## src/rtl/pipe_adder_pkg.sv

```systemverilog
`default_nettype none
// +----------------------------------------------------------------------+
// | Module   : adder_pkg                                                 |
// | Purpose  : Shared constants for the pipelined add/subtract unit:     |
// |            default segment width, stage-count helper and op-select   |
// |            encoding.                                                 |
// | Revision : 1.0  initial release                                      |
// +----------------------------------------------------------------------+
package adder_pkg;

  // Bits resolved per pipeline stage unless overridden
  localparam int SEG_W_DEFAULT = 4;

  // Op-select encoding carried on the 'sub' input
  localparam logic OP_ADD = 1'b0;
  localparam logic OP_SUB = 1'b1;

  // Number of pipeline stages (and the latency) for a given split
  function automatic int calc_nseg(input int width, input int seg_w);
    return width / seg_w;
  endfunction

endpackage : adder_pkg
`default_nettype wire

```

## src/rtl/pipe_adder_if.sv

```systemverilog
`default_nettype none
// +----------------------------------------------------------------------+
// | Module   : pipe_adder_if                                             |
// | Purpose  : Operand/result streaming bus of pipe_adder with a         |
// |            valid/ready handshake on each side. 'master' is the       |
// |            environment (producer + consumer), 'slave' the adder.     |
// |            Macro PIPE_ADDER_OVF_EN adds the signed-overflow signal.  |
// | Revision : 1.0  initial release                                      |
// +----------------------------------------------------------------------+
interface pipe_adder_if #(
  parameter int WIDTH = 8
) ();

  logic             in_valid;
  logic             in_ready;
  logic [WIDTH-1:0] a;
  logic [WIDTH-1:0] b;
  logic             cin;
  logic             sub;
  logic             out_valid;
  logic             out_ready;
  logic [WIDTH-1:0] sum;
  logic             cout;
`ifdef PIPE_ADDER_OVF_EN
  logic             ovf;
`endif

`ifdef PIPE_ADDER_OVF_EN
  modport master (
    output in_valid, a, b, cin, sub, out_ready,
    input  in_ready, out_valid, sum, cout, ovf
  );
  modport slave (
    input  in_valid, a, b, cin, sub, out_ready,
    output in_ready, out_valid, sum, cout, ovf
  );
`else
  modport master (
    output in_valid, a, b, cin, sub, out_ready,
    input  in_ready, out_valid, sum, cout
  );
  modport slave (
    input  in_valid, a, b, cin, sub, out_ready,
    output in_ready, out_valid, sum, cout
  );
`endif

endinterface : pipe_adder_if
`default_nettype wire

```

## src/rtl/pipe_adder_seg_adder.sv

```systemverilog
`default_nettype none
// +----------------------------------------------------------------------+
// | Module   : seg_adder                                                 |
// | Purpose  : Combinational SEG_W-bit ripple of full adders. Also       |
// |            exposes the carry into the segment MSB so the caller can  |
// |            derive signed overflow.                                   |
// | Revision : 1.0  initial release                                      |
// +----------------------------------------------------------------------+
module seg_adder
  import adder_pkg::*;
#(
  parameter int SEG_W = SEG_W_DEFAULT
) (
  input  wire [SEG_W-1:0] a_i,
  input  wire [SEG_W-1:0] b_i,
  input  wire             ci_i,
  output logic [SEG_W-1:0] s_o,
  output logic             co_o,
  output logic             c_msb_in_o
);

  // Carry chain: w_c[i] is the carry into bit i
  logic [SEG_W:0] w_c;

  // Ripple the carry through one full adder per bit
  always_comb begin
    w_c    = '0;
    s_o    = '0;
    w_c[0] = ci_i;
    for (int i = 0; i < SEG_W; i++) begin
      s_o[i]     = a_i[i] ^ b_i[i] ^ w_c[i];
      w_c[i + 1] = (a_i[i] & b_i[i]) | (w_c[i] & (a_i[i] ^ b_i[i]));
    end
  end

  assign co_o       = w_c[SEG_W];
  assign c_msb_in_o = w_c[SEG_W-1];

endmodule : seg_adder
`default_nettype wire

```

## src/rtl/pipe_adder.sv

```systemverilog
`default_nettype none
// +----------------------------------------------------------------------+
// | Module   : pipe_adder                                                |
// | Purpose  : Pipelined WIDTH-bit add/subtract, one SEG_W-bit segment   |
// |            per stage with the carry registered between stages.       |
// |            Latency NSEG = WIDTH/SEG_W, one op per cycle, global      |
// |            stall when the result is not taken.                       |
// |            Optional: define PIPE_ADDER_OVF_EN for the registered     |
// |            signed-overflow output 'ovf'.                             |
// | Revision : 1.0  initial release                                      |
// +----------------------------------------------------------------------+
module pipe_adder
  import adder_pkg::*;
#(
  parameter int WIDTH = 8,
  parameter int SEG_W = SEG_W_DEFAULT
) (
  input  wire         clk,
  input  wire         rst_n,
  pipe_adder_if.slave bus
);

  localparam int NSEG = calc_nseg(WIDTH, SEG_W);

  logic             w_adv;
  logic             w_out_valid;
  logic             w_c0;
  logic [WIDTH-1:0] w_b_eff;

  // The whole pipe moves together; it only freezes while a result waits
  assign w_out_valid  = g_stage[NSEG-1].vld_q;
  assign w_adv        = !w_out_valid || bus.out_ready;
  assign bus.in_ready = w_adv;

  // Subtraction is a + ~b + 1: invert B on capture and force the first carry
  assign w_b_eff = (bus.sub == OP_SUB) ? ~bus.b : bus.b;
  assign w_c0    = (bus.sub == OP_SUB) ? 1'b1   : bus.cin;

  for (genvar k = 0; k < NSEG; k++) begin : g_stage
    // Operand bits still to be summed when entering stage k
    localparam int REM_W = WIDTH - k * SEG_W;
    // Result bits finished once stage k has run
    localparam int LO_W  = (k + 1) * SEG_W;

    logic [REM_W-1:0] w_rem_a;
    logic [REM_W-1:0] w_rem_b;
    logic             w_c_in;
    logic             w_v_in;
    logic [SEG_W-1:0] w_s;
    logic             w_co;
    logic             w_cmsb;
    logic             w_cmsb_unused;
    logic [LO_W-1:0]  w_lo_d;

    logic             vld_q;
    logic             c_q;
    logic [LO_W-1:0]  lo_q;

    if (k == 0) begin : g_first
      assign w_rem_a = bus.a;
      assign w_rem_b = w_b_eff;
      assign w_c_in  = w_c0;
      assign w_v_in  = bus.in_valid;
      assign w_lo_d  = w_s;
    end else begin : g_next
      assign w_rem_a = g_stage[k-1].g_hi.a_q;
      assign w_rem_b = g_stage[k-1].g_hi.b_q;
      assign w_c_in  = g_stage[k-1].c_q;
      assign w_v_in  = g_stage[k-1].vld_q;
      assign w_lo_d  = {w_s, g_stage[k-1].lo_q};
    end

    seg_adder #(
      .SEG_W (SEG_W)
    ) u_seg (
      .a_i        (w_rem_a[SEG_W-1:0]),
      .b_i        (w_rem_b[SEG_W-1:0]),
      .ci_i       (w_c_in),
      .s_o        (w_s),
      .co_o       (w_co),
      .c_msb_in_o (w_cmsb)
    );

    // Only the last segment's MSB carry-in feeds overflow
    assign w_cmsb_unused = w_cmsb;

    // Stage register: valid, finished low bits and the segment carry-out
    always_ff @(posedge clk or negedge rst_n) begin
      if (!rst_n) begin
        vld_q <= 1'b0;
        c_q   <= 1'b0;
        lo_q  <= '0;
      end else if (w_adv) begin
        vld_q <= w_v_in;
        c_q   <= w_co;
        lo_q  <= w_lo_d;
      end
    end

    if (k < NSEG - 1) begin : g_hi
      logic [REM_W-SEG_W-1:0] a_q;
      logic [REM_W-SEG_W-1:0] b_q;

      // Carry the not-yet-summed high operand segments down the pipe
      always_ff @(posedge clk or negedge rst_n) begin
        if (!rst_n) begin
          a_q <= '0;
          b_q <= '0;
        end else if (w_adv) begin
          a_q <= w_rem_a[REM_W-1:SEG_W];
          b_q <= w_rem_b[REM_W-1:SEG_W];
        end
      end
    end
  end

  assign bus.out_valid = w_out_valid;
  assign bus.sum       = g_stage[NSEG-1].lo_q;
  assign bus.cout      = g_stage[NSEG-1].c_q;

`ifdef PIPE_ADDER_OVF_EN
  logic ovf_q;

  // Signed overflow = carry into MSB xor carry out of MSB, captured with sum
  always_ff @(posedge clk or negedge rst_n) begin
    if (!rst_n) begin
      ovf_q <= 1'b0;
    end else if (w_adv) begin
      ovf_q <= g_stage[NSEG-1].w_cmsb ^ g_stage[NSEG-1].w_co;
    end
  end

  assign bus.ovf = ovf_q;
`endif

endmodule : pipe_adder
`default_nettype wire

```

## src/flat_wrapper.sv

```systemverilog
// flat-port wrapper written by rule: the top's interface ports become plain ports
module pipe_adder_flat import adder_pkg::*;
#(
  parameter int WIDTH = 8,
  parameter int SEG_W = SEG_W_DEFAULT
)
  (clk, rst_n, bus_in_valid, bus_a, bus_b, bus_cin, bus_sub, bus_out_ready, bus_in_ready, bus_out_valid, bus_sum, bus_cout);
  pipe_adder_if #(.WIDTH(WIDTH)) bus_i ();
  input  wire clk;
  input  wire rst_n;
  input wire logic [$bits(bus_i.in_valid)-1:0] bus_in_valid;
  input wire logic [$bits(bus_i.a)-1:0] bus_a;
  input wire logic [$bits(bus_i.b)-1:0] bus_b;
  input wire logic [$bits(bus_i.cin)-1:0] bus_cin;
  input wire logic [$bits(bus_i.sub)-1:0] bus_sub;
  input wire logic [$bits(bus_i.out_ready)-1:0] bus_out_ready;
  output wire logic [$bits(bus_i.in_ready)-1:0] bus_in_ready;
  output wire logic [$bits(bus_i.out_valid)-1:0] bus_out_valid;
  output wire logic [$bits(bus_i.sum)-1:0] bus_sum;
  output wire logic [$bits(bus_i.cout)-1:0] bus_cout;
  assign bus_i.in_valid = bus_in_valid;
  assign bus_i.a = bus_a;
  assign bus_i.b = bus_b;
  assign bus_i.cin = bus_cin;
  assign bus_i.sub = bus_sub;
  assign bus_i.out_ready = bus_out_ready;
  assign bus_in_ready = bus_i.in_ready;
  assign bus_out_valid = bus_i.out_valid;
  assign bus_sum = bus_i.sum;
  assign bus_cout = bus_i.cout;
  pipe_adder #(.WIDTH(WIDTH), .SEG_W(SEG_W)) u_core (.clk(clk), .rst_n(rst_n), .bus(bus_i));
endmodule
```

## config.mk

```make
export PLATFORM = sky130hd
export DESIGN_NAME = pipe_adder_flat
export DESIGN_NICKNAME = d
export VERILOG_FILES = /design/src/rtl/pipe_adder_pkg.sv /design/src/rtl/pipe_adder_if.sv /design/src/rtl/pipe_adder_seg_adder.sv /design/src/rtl/pipe_adder.sv /design/src/flat_wrapper.sv
export SDC_FILE = /design/constraint.sdc
export NUM_CORES = 1
export LEC_CHECK = 0
export ABC_CLOCK_PERIOD_IN_PS = 3080
export CAP_MARGIN = 30
export CORE_AREA = 2 2 68 70
export DETAILED_ROUTE_END_ITERATION = 8
export DIE_AREA = 0 0 70 72
export GPL_ROUTABILITY_DRIVEN = 0
export SLEW_MARGIN = 10
export SYNTH_ARGS = -nofsm -noshare
export SYNTH_HDL_FRONTEND = slang
export SYNTH_SLANG_ARGS = --single-unit
```

## constraint.sdc

```tcl
create_clock -name clk -period 3.08 [get_ports clk]
set_input_delay 0.462 -clock clk [delete_from_list [all_inputs] [get_ports clk]]
set_output_delay 0.462 -clock clk [all_outputs]
set_load 0.01 [all_outputs]
```

==> impl_metrics.yaml <==
sta:
  fin_ws_ns: 0.396
  report.final.slew_viol_count: 0
  min_period_ns: 2.68
  setup_viol: 0
  tns_ns: 0
  hold_viol: 0
  relSlewSlack: 0.761
  skew_ns: 0.00165
  rsz0062_at_grt: "false"
  worst_slew_pin_slew_ns: 0.358
  max_clock_freq_mhz: 373
  finalCritPeriodShare: 0.872
  hold_ws_ns: 0.475
routing:
  post_drt_wl_per_cell_um: 12.0
  drt_iter0_drc: 5
  vias: 730
  remaining_drc_errors: 0
  drt_first_pass_iters: 2
  via_per_inst: 4.20
  ant_nets: 0
  wirelength_um: 2090
yosys:
  syn-instance-count: 87
  syn-num-nets: 117
  synth-seq-cells: 24
  synth_edf_count: 0
  seq_area_frac_synth: 0.483
  syn_avg_cell_area_um2: 14.3
  synthArstFlopShare: 1.00
  ys_top_cells_by_area: "dfrtp_1 (48%), mux2_4 (13%), fa_1 (13%)"
  synth_warnings: 0
  synth_area_leader_cell: "dfrtp_1"
  syn_area_um2: 1240
  netlist-cell-type-count: 15
  synth_top_cell_area_share: 0.483
  synth_common_cells: "dfrtp_1 (24), inv_1 (12), mux2_4 (11)"
  synth_most_common_cell: "dfrtp_1"
  synth_flop_cell: "dfrtp_1"
grt:
  grt_max_degree: 25
  grt_pass1_vias: 815
  track_usage: 0.0939
  antenna_found_initial: 0
  grt_pass1_wl_um: 3730
  grt-ovfl-total: 0
critical_path:
  arrival_ns: 2.84
  cp.required_ns: 3.23
  critPathKind: "in -> reg"
  end_kind: "register"
  path_max_fanout: 3
  start_kind: "primary input"
power:
  pwr-share-clk: 0.201
  peakVddDrop_mv: 0.221
  combinationalPowerShare: 0.361
  p_per_area_nw_per_um2: 626
  seqPwrFrac: 0.437
  p_int_uw: 756
  p_leak_uw: 0.000744
  power_switching_uw: 283
  p_sw_frac: 0.272
floorplanning:
  fp.dieH_um: 72
  start_util: 0.292
  dieArea_um2: 5040
  num_rows: 24
  io_pins: 33
  core_area_um2: 4260
  die_w_um: 70
clock_tree:
  cts_setup_buffers: 0
  cts_sinks: 24
  path_clk_slew_ns: 0.08
  post_cts_resize_count: 0
  cts_buffer_depth: 2
  numCtsBuffers: 3
  insertion_delay_ns: 0.26
  root_buffer: "clkbuf_8"
  holdBufCountCts: 0
  htreeDepth: 1
  tritoncts: "done"
cells_and_area:
  num-fill-cells: 413
  insertedDiodeCount: 0
  multiInputGateArea_um2: 551
  seq_area_um2: 601
  drive_gt1_frac: 0.189
  synthToLayoutAreaGrowth_pct: 33.4
  layout.nets: 153
job:
  drv_cap: 0
placed_design:
  port_buffers: 32
  post-place-ws_ns: 0.107
  dp_hpwl_um: 1580
status:
  status: "complete, no violations"
hold_path:
  hold_path_class: "reg -> reg"
-- through the flow --
stage	power, uW	util	instance area, um2	std cells
final	1040	0.389	1660	174
after global placement	836	0.376	1600	170
after CTS	1060	0.389	1660	174
after floorplan	666	-	1240	87
after global routing	1110	0.389	1660	174
after detailed placement	840	0.376	1600	170
-- flip-flops by register name, summed over array words and instances, names as in the netlist --
name,cells
u_core.bus.cout,1
u_core.bus.out_valid,1
u_core.bus.sum,8
u_core.g_stage.c_q,1
u_core.g_stage.g_hi.a_q,4
u_core.g_stage.g_hi.b_q,4
u_core.g_stage.lo_q,4
u_core.g_stage.vld_q,1
-- layer usage --
layer,track usage,part of all wire
met5,0,0
met4,0.0385,0.017
met3,0.0208,0.055
met2,0.160,0.47
met1,0.117,0.46
-- layout by cell type (no fill, tap or decap) --
master	count
nor2_1	1
clkbuf_8	4
xor2_1	4
nand2b_1	2
buf_4	3
dfrtp_1	24
inv_1	12
a21oi_1	5
mux2i_1	2
nor3b_1	5
fa_1	8
xnor2_1	4
mux2_4	11
clkdlybuf4s50_1	32
mux2_2	5
-- path summary, 6_finish.rpt --
kind / from / slack, ns / end / depth (start not counted)
setup / recovery: bus_sub / 0.40 / u_core.g_stage[0].lo_q[3]$_DFFE_PN0P_ / 10
hold / removal: u_core.g_stage[0].vld_q$_DFFE_PN0P_ / 0.48 / u_core.bus.out_valid$_DFFE_PN0P_ / 1
setup reg to reg: u_core.g_stage[0].g_hi.b_q[0]$_DFFE_PN0P_ / 0.83 / u_core.bus.sum[7]$_DFFE_PN0P_ / 8
hold reg to reg: u_core.g_stage[0].vld_q$_DFFE_PN0P_ / 0.48 / u_core.bus.out_valid$_DFFE_PN0P_ / 1
max in group asynchronous: rst_n / 2.29 / u_core.g_stage[0].g_hi.a_q[1]$_DFFE_PN0P_ / 2
min in group asynchronous: rst_n / 0.55 / u_core.bus.sum[6]$_DFFE_PN0P_ / 2
-- worst max-delay path, stage by stage --
cell,delay (ns)
clkdlybuf4s50_1,0.51
xnor2_1,0.11
fa_1,0.39
inv_1,0.07
fa_1,0.16
inv_1,0.05
fa_1,0.35
inv_1,0.08
fa_1,0.40
mux2_4,0.26
-- area by class of cell --
class / instances / area share
clock buffer: 4 / 0.0332
inverter: 12 / 0.0271
multi-input combinational: 47 / 0.332
sequential: 24 / 0.362
tap: 52 / 0.0392
timing repair buffer: 35 / 0.207
-- power groups by stage --
stage	Clock (uW)	Combinational, uW	Sequential, uW
final	209	375	454
after global routing	232	413	468
after CTS	218	382	457
after detailed placement	0	378	462
after global placement	0	376	460
after floorplan	0	189	476
-- cells by family after synthesis --
| family | after synthesis | share of synthesized area |
|---|---|---|
| flops | 24 | 0.483 |
| mux | 18 | 0.194 |
| buf+inv | 16 | 0.0744 |
| xor+xnor | 8 | 0.0563 |
| fa+ha+maj | 8 | 0.129 |
| simple gates | 8 | 0.0433 |
| compound gates | 5 | 0.0201 |
Power figures use the tool's default switching activity.
